==> src/rtl/dekoder_pkg.sv <==
// Shared types, blanking constants and the BCD-to-7-segment table
// used by the dekoder_scan_mux display driver.
package dekoder_pkg;

   typedef logic [6:0] seg7_t;   // {g,f,e,d,c,b,a}, active-high
   typedef logic [3:0] bcd_t;

   localparam seg7_t SEG_BLANK = 7'h00;
   localparam bcd_t  BCD_BLANK = 4'hF;

   // Codes 0-9 map to digit glyphs; A-F are treated as blank.
   function automatic seg7_t seg7_lut(input bcd_t code);
      seg7_t seg;
      case (code)
         4'd0:    seg = 7'h3F;
         4'd1:    seg = 7'h06;
         4'd2:    seg = 7'h5B;
         4'd3:    seg = 7'h4F;
         4'd4:    seg = 7'h66;
         4'd5:    seg = 7'h6D;
         4'd6:    seg = 7'h7D;
         4'd7:    seg = 7'h07;
         4'd8:    seg = 7'h7F;
         4'd9:    seg = 7'h6F;
         default: seg = SEG_BLANK;
      endcase
      return seg;
   endfunction

endpackage

==> src/rtl/dekoder_bcd7.sv <==
// Combinational single-digit BCD to 7-segment decoder (codes A-F blank).
module dekoder_bcd7
   import dekoder_pkg::*;
(
   input  logic [3:0] code,
   output logic [6:0] seg
);

   assign seg = seg7_lut(code);

endmodule

==> src/rtl/dekoder_scan_mux.sv <==
// N-digit time-multiplexed BCD-to-7-segment driver with a valid/ready
// load port, frame-synchronous double buffering and leading-zero blanking.
// Optional feature: define DEKODER_BLINK_EN to add blink_mask and the
// frame-counted blink phase.
module dekoder_scan_mux
   import dekoder_pkg::*;
#(
   parameter int N_DIGITS     = 4,
   parameter int SCAN_DIV     = 1000,
   parameter int SEG_ACT_LOW  = 0,
   parameter int DIG_ACT_LOW  = 0,
   parameter int BLINK_FRAMES = 64
) (
   input  logic                    clk,
   input  logic                    rst_n,
   input  logic                    load_valid,
   output logic                    load_ready,
   input  logic [4*N_DIGITS-1:0]   load_bcd,
   input  logic [N_DIGITS-1:0]     load_dp,
   input  logic                    lzb_en,
`ifdef DEKODER_BLINK_EN
   input  logic [N_DIGITS-1:0]     blink_mask,
`endif
   output logic [6:0]              seg_o,
   output logic                    dp_o,
   output logic [N_DIGITS-1:0]     dig_o,
   output logic                    frame_o
);

   localparam int IDX_W = (N_DIGITS > 1) ? $clog2(N_DIGITS) : 1;
   localparam int PRE_W = $clog2(SCAN_DIV);

   localparam logic [IDX_W-1:0] IDX_MAX = IDX_W'(N_DIGITS - 1);
   localparam logic [PRE_W-1:0] PRE_MAX = PRE_W'(SCAN_DIV - 1);

   // Inactive output levels; XOR with these applies the polarity.
   localparam seg7_t                SEG_OFF = {7{SEG_ACT_LOW != 0}};
   localparam logic                 DP_OFF  = (SEG_ACT_LOW != 0);
   localparam logic [N_DIGITS-1:0]  DIG_OFF = {N_DIGITS{DIG_ACT_LOW != 0}};

   logic [PRE_W-1:0]     presc;
   logic [IDX_W-1:0]     idx;
   logic                 tick;
   logic                 boundary;
   logic                 accept;

   bcd_t                 pend_bcd [N_DIGITS];
   logic [N_DIGITS-1:0]  pend_dp;
   logic                 pend_full;
   bcd_t                 disp_bcd [N_DIGITS];
   logic [N_DIGITS-1:0]  disp_dp;

   logic [N_DIGITS-1:0]  lzb_blank;
   logic                 all_above;
   logic                 blink_blank;
   bcd_t                 cur_code;
   seg7_t                cur_seg;
   seg7_t                seg_next;
   logic                 dp_next;
   logic [N_DIGITS-1:0]  dig_next;

   assign tick       = (presc == PRE_MAX);
   assign boundary   = tick && (idx == IDX_MAX);
   assign load_ready = ~pend_full;
   assign accept     = load_valid && load_ready;

   // Prescaler, digit index and frame pulse.
   always_ff @(posedge clk) begin
      if (!rst_n) begin
         presc   <= '0;
         idx     <= '0;
         frame_o <= 1'b0;
      end else begin
         frame_o <= boundary;
         if (tick) begin
            presc <= '0;
            idx   <= (idx == IDX_MAX) ? '0 : idx + 1'b1;
         end else begin
            presc <= presc + 1'b1;
         end
      end
   end

   // Pending/display double buffer; swap only at the frame boundary.
   // accept requires an empty pending buffer, so the swap and a capture
   // can never both be due in the same cycle.
   always_ff @(posedge clk) begin
      if (!rst_n) begin
         pend_full <= 1'b0;
         pend_dp   <= '0;
         disp_dp   <= '0;
         for (int unsigned k = 0; k < N_DIGITS; k++) begin
            pend_bcd[k] <= BCD_BLANK;
            disp_bcd[k] <= BCD_BLANK;
         end
      end else if (boundary && pend_full) begin
         disp_bcd  <= pend_bcd;
         disp_dp   <= pend_dp;
         pend_full <= 1'b0;
      end else if (accept) begin
         for (int unsigned k = 0; k < N_DIGITS; k++)
            pend_bcd[k] <= load_bcd[4*k +: 4];
         pend_dp   <= load_dp;
         pend_full <= 1'b1;
      end
   end

   // Leading-zero mask: walk from the top digit down while every digit
   // seen so far is zero or a blank code; digit 0 is always shown.
   always_comb begin
      int unsigned k;
      lzb_blank = '0;
      all_above = 1'b1;
      for (int unsigned j = 0; j < N_DIGITS; j++) begin
         k = N_DIGITS - 1 - j;
         if (k != 0 && lzb_en && disp_bcd[k] == 4'd0 && all_above)
            lzb_blank[k] = 1'b1;
         all_above = all_above && (disp_bcd[k] == 4'd0 || disp_bcd[k] > 4'd9);
      end
   end

`ifdef DEKODER_BLINK_EN
   localparam int BF_W = (BLINK_FRAMES > 1) ? $clog2(BLINK_FRAMES) : 1;
   localparam logic [BF_W-1:0] BF_MAX = BF_W'(BLINK_FRAMES - 1);

   logic [BF_W-1:0] frame_cnt;
   logic            phase;

   // Frame counter; blink phase flips each time it wraps.
   always_ff @(posedge clk) begin
      if (!rst_n) begin
         frame_cnt <= '0;
         phase     <= 1'b0;
      end else if (boundary) begin
         if (frame_cnt == BF_MAX) begin
            frame_cnt <= '0;
            phase     <= ~phase;
         end else begin
            frame_cnt <= frame_cnt + 1'b1;
         end
      end
   end

   assign blink_blank = phase && blink_mask[idx];
`else
   assign blink_blank = 1'b0;
`endif

   assign cur_code = disp_bcd[idx];

   dekoder_bcd7 u_bcd7 (
      .code (cur_code),
      .seg  (cur_seg)
   );

   // Next output values for the currently scanned digit.
   always_comb begin
      seg_next      = (lzb_blank[idx] || blink_blank) ? SEG_BLANK : cur_seg;
      dp_next       = disp_dp[idx] && !blink_blank;
      dig_next      = '0;
      dig_next[idx] = 1'b1;
   end

   // Output flops with polarity applied.
   always_ff @(posedge clk) begin
      if (!rst_n) begin
         seg_o <= SEG_OFF;
         dp_o  <= DP_OFF;
         dig_o <= DIG_OFF;
      end else begin
         seg_o <= seg_next ^ SEG_OFF;
         dp_o  <= dp_next ^ DP_OFF;
         dig_o <= dig_next ^ DIG_OFF;
      end
   end

endmodule

==> config.mk <==
export PLATFORM = sky130hd
export DESIGN_NAME = dekoder_scan_mux
export DESIGN_NICKNAME = d
export VERILOG_FILES = /design/src/rtl/dekoder_pkg.sv /design/src/rtl/dekoder_bcd7.sv /design/src/rtl/dekoder_scan_mux.sv
export SDC_FILE = /design/constraint.sdc
export NUM_CORES = 1
export LEC_CHECK = 0
export ABC_AREA = 1
export CAP_MARGIN = 20
export CELL_PAD_IN_SITES_DETAIL_PLACEMENT = 0
export CELL_PAD_IN_SITES_GLOBAL_PLACEMENT = 2
export CORE_MARGIN = 2
export CORE_UTILIZATION = 34
export DETAILED_ROUTE_END_ITERATION = 7
export HOLD_SLACK_MARGIN = 0.15
export PLACE_DENSITY_LB_ADDON = 0.05
export SLEW_MARGIN = 20
export SYNTH_ARGS = -nofsm -noshare
export SYNTH_HDL_FRONTEND = slang
export SYNTH_SLANG_ARGS = --single-unit
==> constraint.sdc <==
create_clock -name clk -period 3.1 [get_ports clk]
set_input_delay 0.62 -clock clk [delete_from_list [all_inputs] [get_ports clk]]
set_output_delay 0.62 -clock clk [all_outputs]
set_load 0.01 [all_outputs]
# ---- After elaboration in Yosys (flattened, before gate mapping)
# Memories as Yosys holds them, arrays and structs flattened. A register that Yosys moved wholly into a read port is not among the register bits.
# Index checks and enable logic that the tools add are counted.
dict set report word_totals {
  in_bits 24
  register_bits 59
  rom_bits 112
  memories 1
  output_inout_bits 14
}
# memory depth width read_ports rd_clocked_by_memory_dff write_ports line
set memory_table {}
lappend memory_table {{(no name shown)} 16 7 1 1 0 dekoder_pkg.sv:14} ;# case (code)
dict set report classes {
  muxes 13
  eq_ne 2
  n_addsub 2
  order_cmp 5
  n_reduce_logical 19
  n_bitwise 4
}
# operator count
set ops {}
lappend ops {{4-bit zero test} 3}
lappend ops {{10-bit by 1-bit adder with 10-bit output, second input constant} 1}
lappend ops {{10-bit == test, second input constant} 1}
lappend ops {{1-bit logical AND} 10}
lappend ops {{4-bit binary-select mux with 2-bit select} 1}
lappend ops {{4-bit greater-than comparator, second input constant} 2}
lappend ops {{4-bit two-way mux} 2}
lappend ops {{1-bit two-way mux} 6}
lappend ops {{2-bit OR reduction} 3}
lappend ops {{1-bit binary-select mux with 2-bit select} 2}
lappend ops {{3-bit greater-or-equal comparator, second input constant} 1}
lappend ops {{2-bit by 3-bit < comparator with 1-bit output, second input constant} 1}
lappend ops {{1-bit inverter} 3}
lappend ops {{2-bit inverter with 3-bit output} 1}
lappend ops {{2-bit by 1-bit adder with 2-bit output, second input constant} 1}
lappend ops {{1-bit demux with 2-bit select} 1}
lappend ops {{2-bit == test, second input constant} 1}
lappend ops {{2-bit by 1-bit greater-or-equal comparator with 1-bit output, second input constant} 1}
lappend ops {{1-bit logical OR} 2}
lappend ops {{2-bit two-way mux} 1}
lappend ops {{2-bit AND reduction} 1}

# ---- Depth between registers and ports, before layout
# Gate-level depths: netlist of the first run.
dict set report logic_depth {
  ltp_word 8
  mapped_depth 15
}

# ---- Modules after synthesis
# From an unflattened synthesis of the first run, not the netlist that was laid out.
dict set report unflattened {
  hier_cells 390
  area_unflattened_um2 2856.5
}
# mod cells_each n_inst area_per_inst_um2 seq_area_each_um2
set modules_own_cells {}
lappend modules_own_cells {dekoder_scan_mux 351 1 2646.3 1321.3}
lappend modules_own_cells {dekoder_bcd7 39 1 210.2 0.0}

# ---- Least setup slack after synthesis of the first run
# OpenSTA, ideal clock, no wires.
dict set report synth_timing {
  kind {flip-flop to flip-flop}
  start {register idx[0]}
  end {register seg_o[3]}
  required_time_ns 2.982
  period_less_slack_ns 1.617
  slack_ns 1.483
  n_path_buf 1
  path_stages_with_launch 12
  t_arrival_ns 1.500
  cell_sequence {dfxtp_1 > inv_2 > buf_6 > a21oi_1 > o21ai_0 > nand2_1 > inv_1 > ha_1 > nand3_1 > nand3_1 > nand2_1 > nor2_1}
}
dict set report synth_between {
  elab_chain_len 4
}
# element line
set synth_rtl {}
lappend synth_rtl {{start, declared} dekoder_scan_mux.sv:42} ;# logic [IDX_W-1:0] idx;
lappend synth_rtl {{start signal, assigned} dekoder_scan_mux.sv:77} ;# idx <= (idx == IDX_MAX) ? '0 : idx + 1'b1;
lappend synth_rtl {{2-bit inverter with 3-bit output (implied by the code)} dekoder_scan_mux.sv:149} ;# assign cur_code = disp_bcd[idx];
lappend synth_rtl {{4-bit binary-select mux with 2-bit select} dekoder_scan_mux.sv:149}
lappend synth_rtl {{4-bit two-way mux (implied by the code) (2 in series)} dekoder_scan_mux.sv:149}
lappend synth_rtl {{end, declared} dekoder_scan_mux.sv:24} ;# output logic [6:0] seg_o,
# Several ways; a longest one is shown, not always the timed one. The select of a mux whose other input is x is not followed.
# A chain may end at the register's enable or synchronous reset.

# ---- Worst setup path in the final report of the first run
dict set report layout_timing {
  start {register idx[0]}
  end {register disp_bcd[15] in the netlist's numbering}
}
dict set report layout_between {
  elab_chain_len 3
}
# element line
set layout_rtl {}
lappend layout_rtl {{2-bit == test} dekoder_scan_mux.sv:63} ;# assign boundary = tick && (idx == IDX_MAX);
lappend layout_rtl {{1-bit logical AND} dekoder_scan_mux.sv:63}
lappend layout_rtl {{1-bit logical AND} dekoder_scan_mux.sv:96} ;# end else if (boundary && pend_full) begin
lappend layout_rtl {{end signal, assigned} dekoder_scan_mux.sv:97} ;# disp_bcd <= pend_bcd;
lappend layout_rtl {{end, declared} dekoder_scan_mux.sv:50} ;# bcd_t disp_bcd [N_DIGITS];
# No other way between the ends.

==> flow_summary.json, run 1 <==
{
  "drtIter0Drc": 83,
  "synth_cell_types": 29,
  "start_util_pct": 35.2,
  "grt_pass1_wl_mm": 10.5,
  "hpwl_mm": 4.17,
  "n_antenna_cell": 0,
  "fin_tns_setup_ps": 0,
  "dr.pass1.iters": 4,
  "crit_end": "disp_bcd[15]",
  "r2r_cells": 4,
  "p_per_area_mw_per_mm2": 527,
  "rr_startpoint": "idx[0]",
  "syn_inst": 379,
  "switching_share_pct": 20.5,
  "fin_crit_sh_pct": 72.0,
  "worstSetupPathType": "reg -> reg",
  "total_power_mw": 1.89,
  "r2r-end": "disp_bcd[15]",
  "die_x_um": 96.5,
  "wl_per_cell_um": 11.6,
  "seq_area_frac_synth_pct": 45.4,
  "finalHoldViolCount": 0,
  "dpl_worst_slack_ps": 853,
  "cts_root_buffer": "clkbuf_8",
  "grt_overflow_total": 0,
  "power.leakage_nw": 1.70,
  "vdd_drop_max_mv": 0.279,
  "min_period_ps": 2230,
  "layout_common_cells": "104 x nand2_1, 66 x dfxtp_1, 43 x inv_1",
  "yosys.area.top_type": "dfxtp_1",
  "cp_slowest_stage_delay_ps": 670,
  "yosysTopAreaCellShare_pct": 45.4,
  "fmax_mhz": 448,
  "htreeDepth": 3,
  "via_count": 2367,
  "fin_area_sq_mm": 0.00358,
  "cp_max_fo": 30,
  "hold_class": "reg -> reg",
  "finalSetupViolCount": 0,
  "layout_commonest_cell": "nand2_1",
  "placed_area_sq_mm": 0.00332,
  "p_clk_share_pct": 48.0,
  "cts_made_buffers": 9,
  "slew_headroom_pct": 53.5,
  "drc": 0,
  "slew_violations": 0,
  "clk_path_buf_depth": 2,
  "syn_area_sq_mm": 0.00291,
  "cts-resized-gates": 0,
  "grt_start_max_net_pins": 31,
  "fin_ws_ps": 868,
  "grt_pass1_vias": 2328,
  "reg2reg_slack_ps": 870,
  "crit_start": "idx[0]",
  "nets": 448,
  "yosys_register_bits": 66,
  "p_comb_share_pct": 5.2,
  "path_clk_slew_ps": 70,
  "die_h_um": 96.5,
  "drt_wl_total_mm": 6.05,
  "cts_tree": "built",
  "insertion_delay_ps": 340,
  "grt_usage_pct": 14.6,
  "syn_nets": 414,
  "clock-sinks": 66,
  "fp.dieArea_sq_mm": 0.00932,
  "cp.arrival_ps": 2470,
  "required_ps": 3340,
  "whs_ps": 454,
  "ios": 38,
  "drtAntennaViolNets": 0,
  "cap_viol_max_count": 0,
  "crit_slowest_cell": "dfxtp_1",
  "io_buffers": 37,
  "power.switching_mw": 0.387,
  "yosys_warnings": 0,
  "fp-row-count": 33,
  "hold_depth": 1,
  "rsz0062_at_grt": "false",
  "antenna_found_initial": 0,
  "yosys-top-cells-area": "dfxtp_1 45%, nand2_1 13%, inv_1 5.5%",
  "area.growth.synth_to_final_pct": 22.9,
  "path_cells": "ha_1 > nand2_1 > nand3b_2 > o211ai_1",
  "tightest_slew_ps": 693,
  "p_int_mw": 1.50,
  "avgViaCountPerCell": 4.53,
  "crit_path_end_kind": "flip-flop",
  "finalClockSkew_ps": 4.84,
  "seqPwrFrac_pct": 46.9,
  "outcome": "finished clean",
  "cts.hold.buffers_added": 0,
  "start_kind": "flip-flop",
  "gp_congestion": 0.755,
  "core_sq_mm": 0.00826,
  "cts_setup_buffers": 0,
  "drive_above_1_share_pct": 10.3,
  "syn_area_per_cell_sq_um": 7.68
}
[power by group through the flow]
stage / registers [mW] / logic (mW) / clock network, mW
global placement: 0.903 / 0.0992 / 0
finish: 0.883 / 0.0978 / 0.904
detailed placement: 0.903 / 0.0992 / 0
CTS: 0.884 / 0.100 / 0.929
floorplan: 0.900 / 0.0543 / 0
global route: 0.886 / 0.111 / 0.965
[routing by layer]
metal  vias up  wire length (um)  track usage, %
met4         0                80            5.28
li1       1266                 -               -
met2        34              2800            24.8
met1      1059              2920            17.5
met5         -                 0               0
met3         8               243            4.19
[synth_stat cells]
master and instances:
a21oi_2 1, inv_2 4, nand3_1 29, o21ai_0 12, o211ai_1 17, nor3_4 1
buf_4 1, buf_2 6, nand2_1 104, dfxtp_1 66, xor2_1 2, clkbuf_1 5
o21ai_2 2, nor2_1 40, nor2_4 1, nand2_4 1, nand3_2 1, nand3b_1 1
buf_6 4, a211oi_1 2, ha_1 11, nor2_2 2, or2_0 1, nand2_2 4
a21oi_1 8, inv_1 43, o211ai_2 6, nor3_1 3, nand3b_2 1
[state kept, by name, summed over array words and instances (netlist names)]
register	flops
dp_o	1
pend_dp	4
seg_o	7
idx	2
disp_dp	4
disp_bcd	16
pend_bcd	16
dig_o	4
pend_full	1
frame_o	1
presc	10
[layout make-up]
type	count	area, sq um
repair buffers	39	380
well taps	105	131
clock buffers	12	155
clock inverters	4	97.6
inverters	47	176
multi-input cells	250	1310
fillers	897	4680
flip-flops and latches	66	1320
[cell families (layout without fill, tap and decap cells)]
| family | after synthesis | in the layout | synth area share, % |
|---|---|---|---|
| simple gates | 189 | 189 | 27.9 |
| flops | 66 | 66 | 45.4 |
| buf+inv | 63 | 102 | 9.54 |
| compound gates | 48 | 48 | 11.8 |
| fa+ha+maj | 11 | 11 | 4.73 |
| xor+xnor | 2 | 2 | 0.602 |
[critical path: cells and delay by family (launching register included)]
family	cells	cell delay, ps
AND/OR/NAND/NOR	2	780
flip-flops	1	670
adder cells (fa/ha/maj)	1	280
AO/OA/AOI/OAI	1	400
[metrics by stage]
step                      std cells  util (%)
after floorplan                 379         -
after global placement          507      40.2
after detailed placement        507      40.2
after CTS                       523      43.3
after global routing            523      43.3
final                           523      43.3
[worst min-delay path by stage]
| stage | start | to | slack, ps |
|---|---|---|---|
| after floorplan | presc[0] | presc[0] | 420 |
| after global placement | presc[0] | presc[0] | 430 |
| after detailed placement | presc[0] | presc[0] | 440 |
| after CTS | presc[0] | presc[0] | 460 |
| after global routing | presc[0] | presc[0] | 480 |
| final | presc[0] | presc[0] | 450 |
Note: power is estimated with default switching activity, not from simulation.
==> run 2, diff against run 1 <==
--- a/config.mk
+++ b/config.mk
@@ -10,7 +10,7 @@
 export CELL_PAD_IN_SITES_DETAIL_PLACEMENT = 0
 export CELL_PAD_IN_SITES_GLOBAL_PLACEMENT = 2
 export CORE_MARGIN = 2
-export CORE_UTILIZATION = 34
+export CORE_UTILIZATION = 28
 export DETAILED_ROUTE_END_ITERATION = 7
 export HOLD_SLACK_MARGIN = 0.15
 export PLACE_DENSITY_LB_ADDON = 0.05
==> constraint.sdc (replaced) <==
create_clock -name clk -period 2.05 [get_ports clk]
set_input_delay 0.41 -clock clk [delete_from_list [all_inputs] [get_ports clk]]
set_output_delay 0.41 -clock clk [all_outputs]
set_load 0.01 [all_outputs]
==> run 2 against run 1 <==
Against the previous run: cell count grew 7.1%; hold slack lost 54 ps; sequential power grew 52%; die area grew 20%; largest power group is now registers; highest routed layer unchanged.
==> flow_summary.json, run 2 (synthesis gave the netlist of run 1 again) <==
{
  "grt_usage_pct": 13.1,
  "slew_headroom_pct": 73.5,
  "drt_wl_total_mm": 6.58,
  "rsz0062_at_grt": "false",
  "tightest_slew_ps": 394,
  "fp.dieArea_sq_mm": 0.0112,
  "insertion_delay_ps": 340,
  "fmax_mhz": 586,
  "required_ps": 1640,
  "cap_viol_max_count": 0,
  "p_per_area_mw_per_mm2": 733,
  "gp_congestion": 0.772,
  "dpl_worst_slack_ps": 352,
  "drtAntennaViolNets": 0,
  "cp_max_fo": 4,
  "htreeDepth": 3,
  "fin_tns_setup_ps": 0,
  "dr.pass1.iters": 4,
  "die_h_um": 106,
  "n_antenna_cell": 0,
  "placed_area_sq_mm": 0.00341,
  "drtIter0Drc": 72,
  "worstSetupPathType": "reg -> out",
  "cp_slowest_stage_delay_ps": 530,
  "io_buffers": 37,
  "die_x_um": 106,
  "cts-resized-gates": 0,
  "fp-row-count": 37,
  "area.growth.synth_to_final_pct": 24.4,
  "cp.arrival_ps": 1300,
  "grt_start_max_net_pins": 31,
  "fin_area_sq_mm": 0.00362,
  "layout_common_cells": "104 x nand2_1, 66 x dfxtp_1, 43 x inv_1",
  "wl_per_cell_um": 11.8,
  "layout_commonest_cell": "nand2_1",
  "path_cells": "inv_1 > clkdlybuf4s50_1",
  "grt_pass1_vias": 2455,
  "start_util_pct": 28.6,
  "via_count": 2378,
  "start_kind": "flip-flop",
  "slew_violations": 0,
  "numPlacedInstances": 544,
  "fin_crit_sh_pct": 83.2,
  "crit_path_end_kind": "output pin",
  "grt_pass1_wl_mm": 11.6,
  "grt_overflow_total": 0,
  "min_period_ps": 1710,
  "final_util_pct": 35.5,
  "drive_above_1_share_pct": 11.8,
  "power.leakage_nw": 1.70,
  "cts_root_buffer": "clkbuf_8",
  "antenna_found_initial": 0,
  "final_cells": 560,
  "clock-sinks": 66,
  "finalHoldViolCount": 0,
  "finalClockSkew_ps": 12.2,
  "hold_class": "in -> reg",
  "vdd_drop_max_mv": 0.359,
  "drc": 0,
  "cts_made_buffers": 9,
  "fin_ws_ps": 345,
  "cts.hold.buffers_added": 0,
  "clk_path_buf_depth": 2,
  "nets": 454,
  "finalSetupViolCount": 0,
  "crit_slowest_cell": "clkdlybuf4s50_1",
  "avgViaCountPerCell": 4.25,
  "path_clk_slew_ps": 80,
  "ios": 38,
  "reg.largest.list": "disp_bcd x16, pend_bcd x16, presc x10",
  "hpwl_mm": 4.55,
  "outcome": "finished clean",
  "cts_setup_buffers": 0,
  "core_sq_mm": 0.0102,
  "cts_tree": "built"
}
-- run 2: cell types whose count changed in the layout (fill, tap and decap cells not counted), sizes merged --
cell,previous run,this run
clkbuf,12,11
clkinvlp,1,3
bufinv,3,1
buf,3,9
inv,47,48
-- run 2: worst paths after layout --
| check | startpoint | to | slack (ps) | cells after the start |
|---|---|---|---|---|
| setup / recovery | pend_full | load_ready | 340 | 2 |
| hold reg to reg | presc[0] | presc[0] | 450 | 1 |
| setup reg to reg | idx[0] | seg_o[3] | 420 | 10 |
| hold / removal | rst_n | dig_o[3] | 400 | 3 |
-- run 2: layer usage --
metal  routed length (um)  vias to the layer above  track usage, %
li1                     -                     1278               -
met2                 3020                       40            21.1
met4                   64                        0            3.76
met3                  268                        6            4.72
met5                    0                        -               0
met1                 3230                     1054            16.5
-- run 2: worst max-delay path, delay by kind of cell (launching register included) --
kind / cells / cell delay, ps
buffers and inverters: 2 / 600
flip-flops: 1 / 360
-- run 2: final cells by class --
| type | count | area, sq um |
|---|---|---|
| well taps | 136 | 170 |
| flip-flops and latches | 66 | 1320 |
| clock inverters | 5 | 61.3 |
| inverters | 47 | 176 |
| repair buffers | 45 | 425 |
| multi-input cells | 250 | 1310 |
| clock buffers | 11 | 151 |
| fillers | 1143 | 6570 |
-- run 2: where the power goes --
part | internal [mW] | switching [mW]
sequential | 1.32 | 0.0164
combinational | 0.0721 | 0.0774
clock | 0.633 | 0.537
total | 2.02 | 0.631
-- run 2: stage by stage --
stage                     hold slack, ps  power, mW
after floorplan                      418       1.44
after global placement               433       1.52
after detailed placement             440       1.52
after CTS                            387       2.72
after global routing                 402       2.79
final                                400       2.65
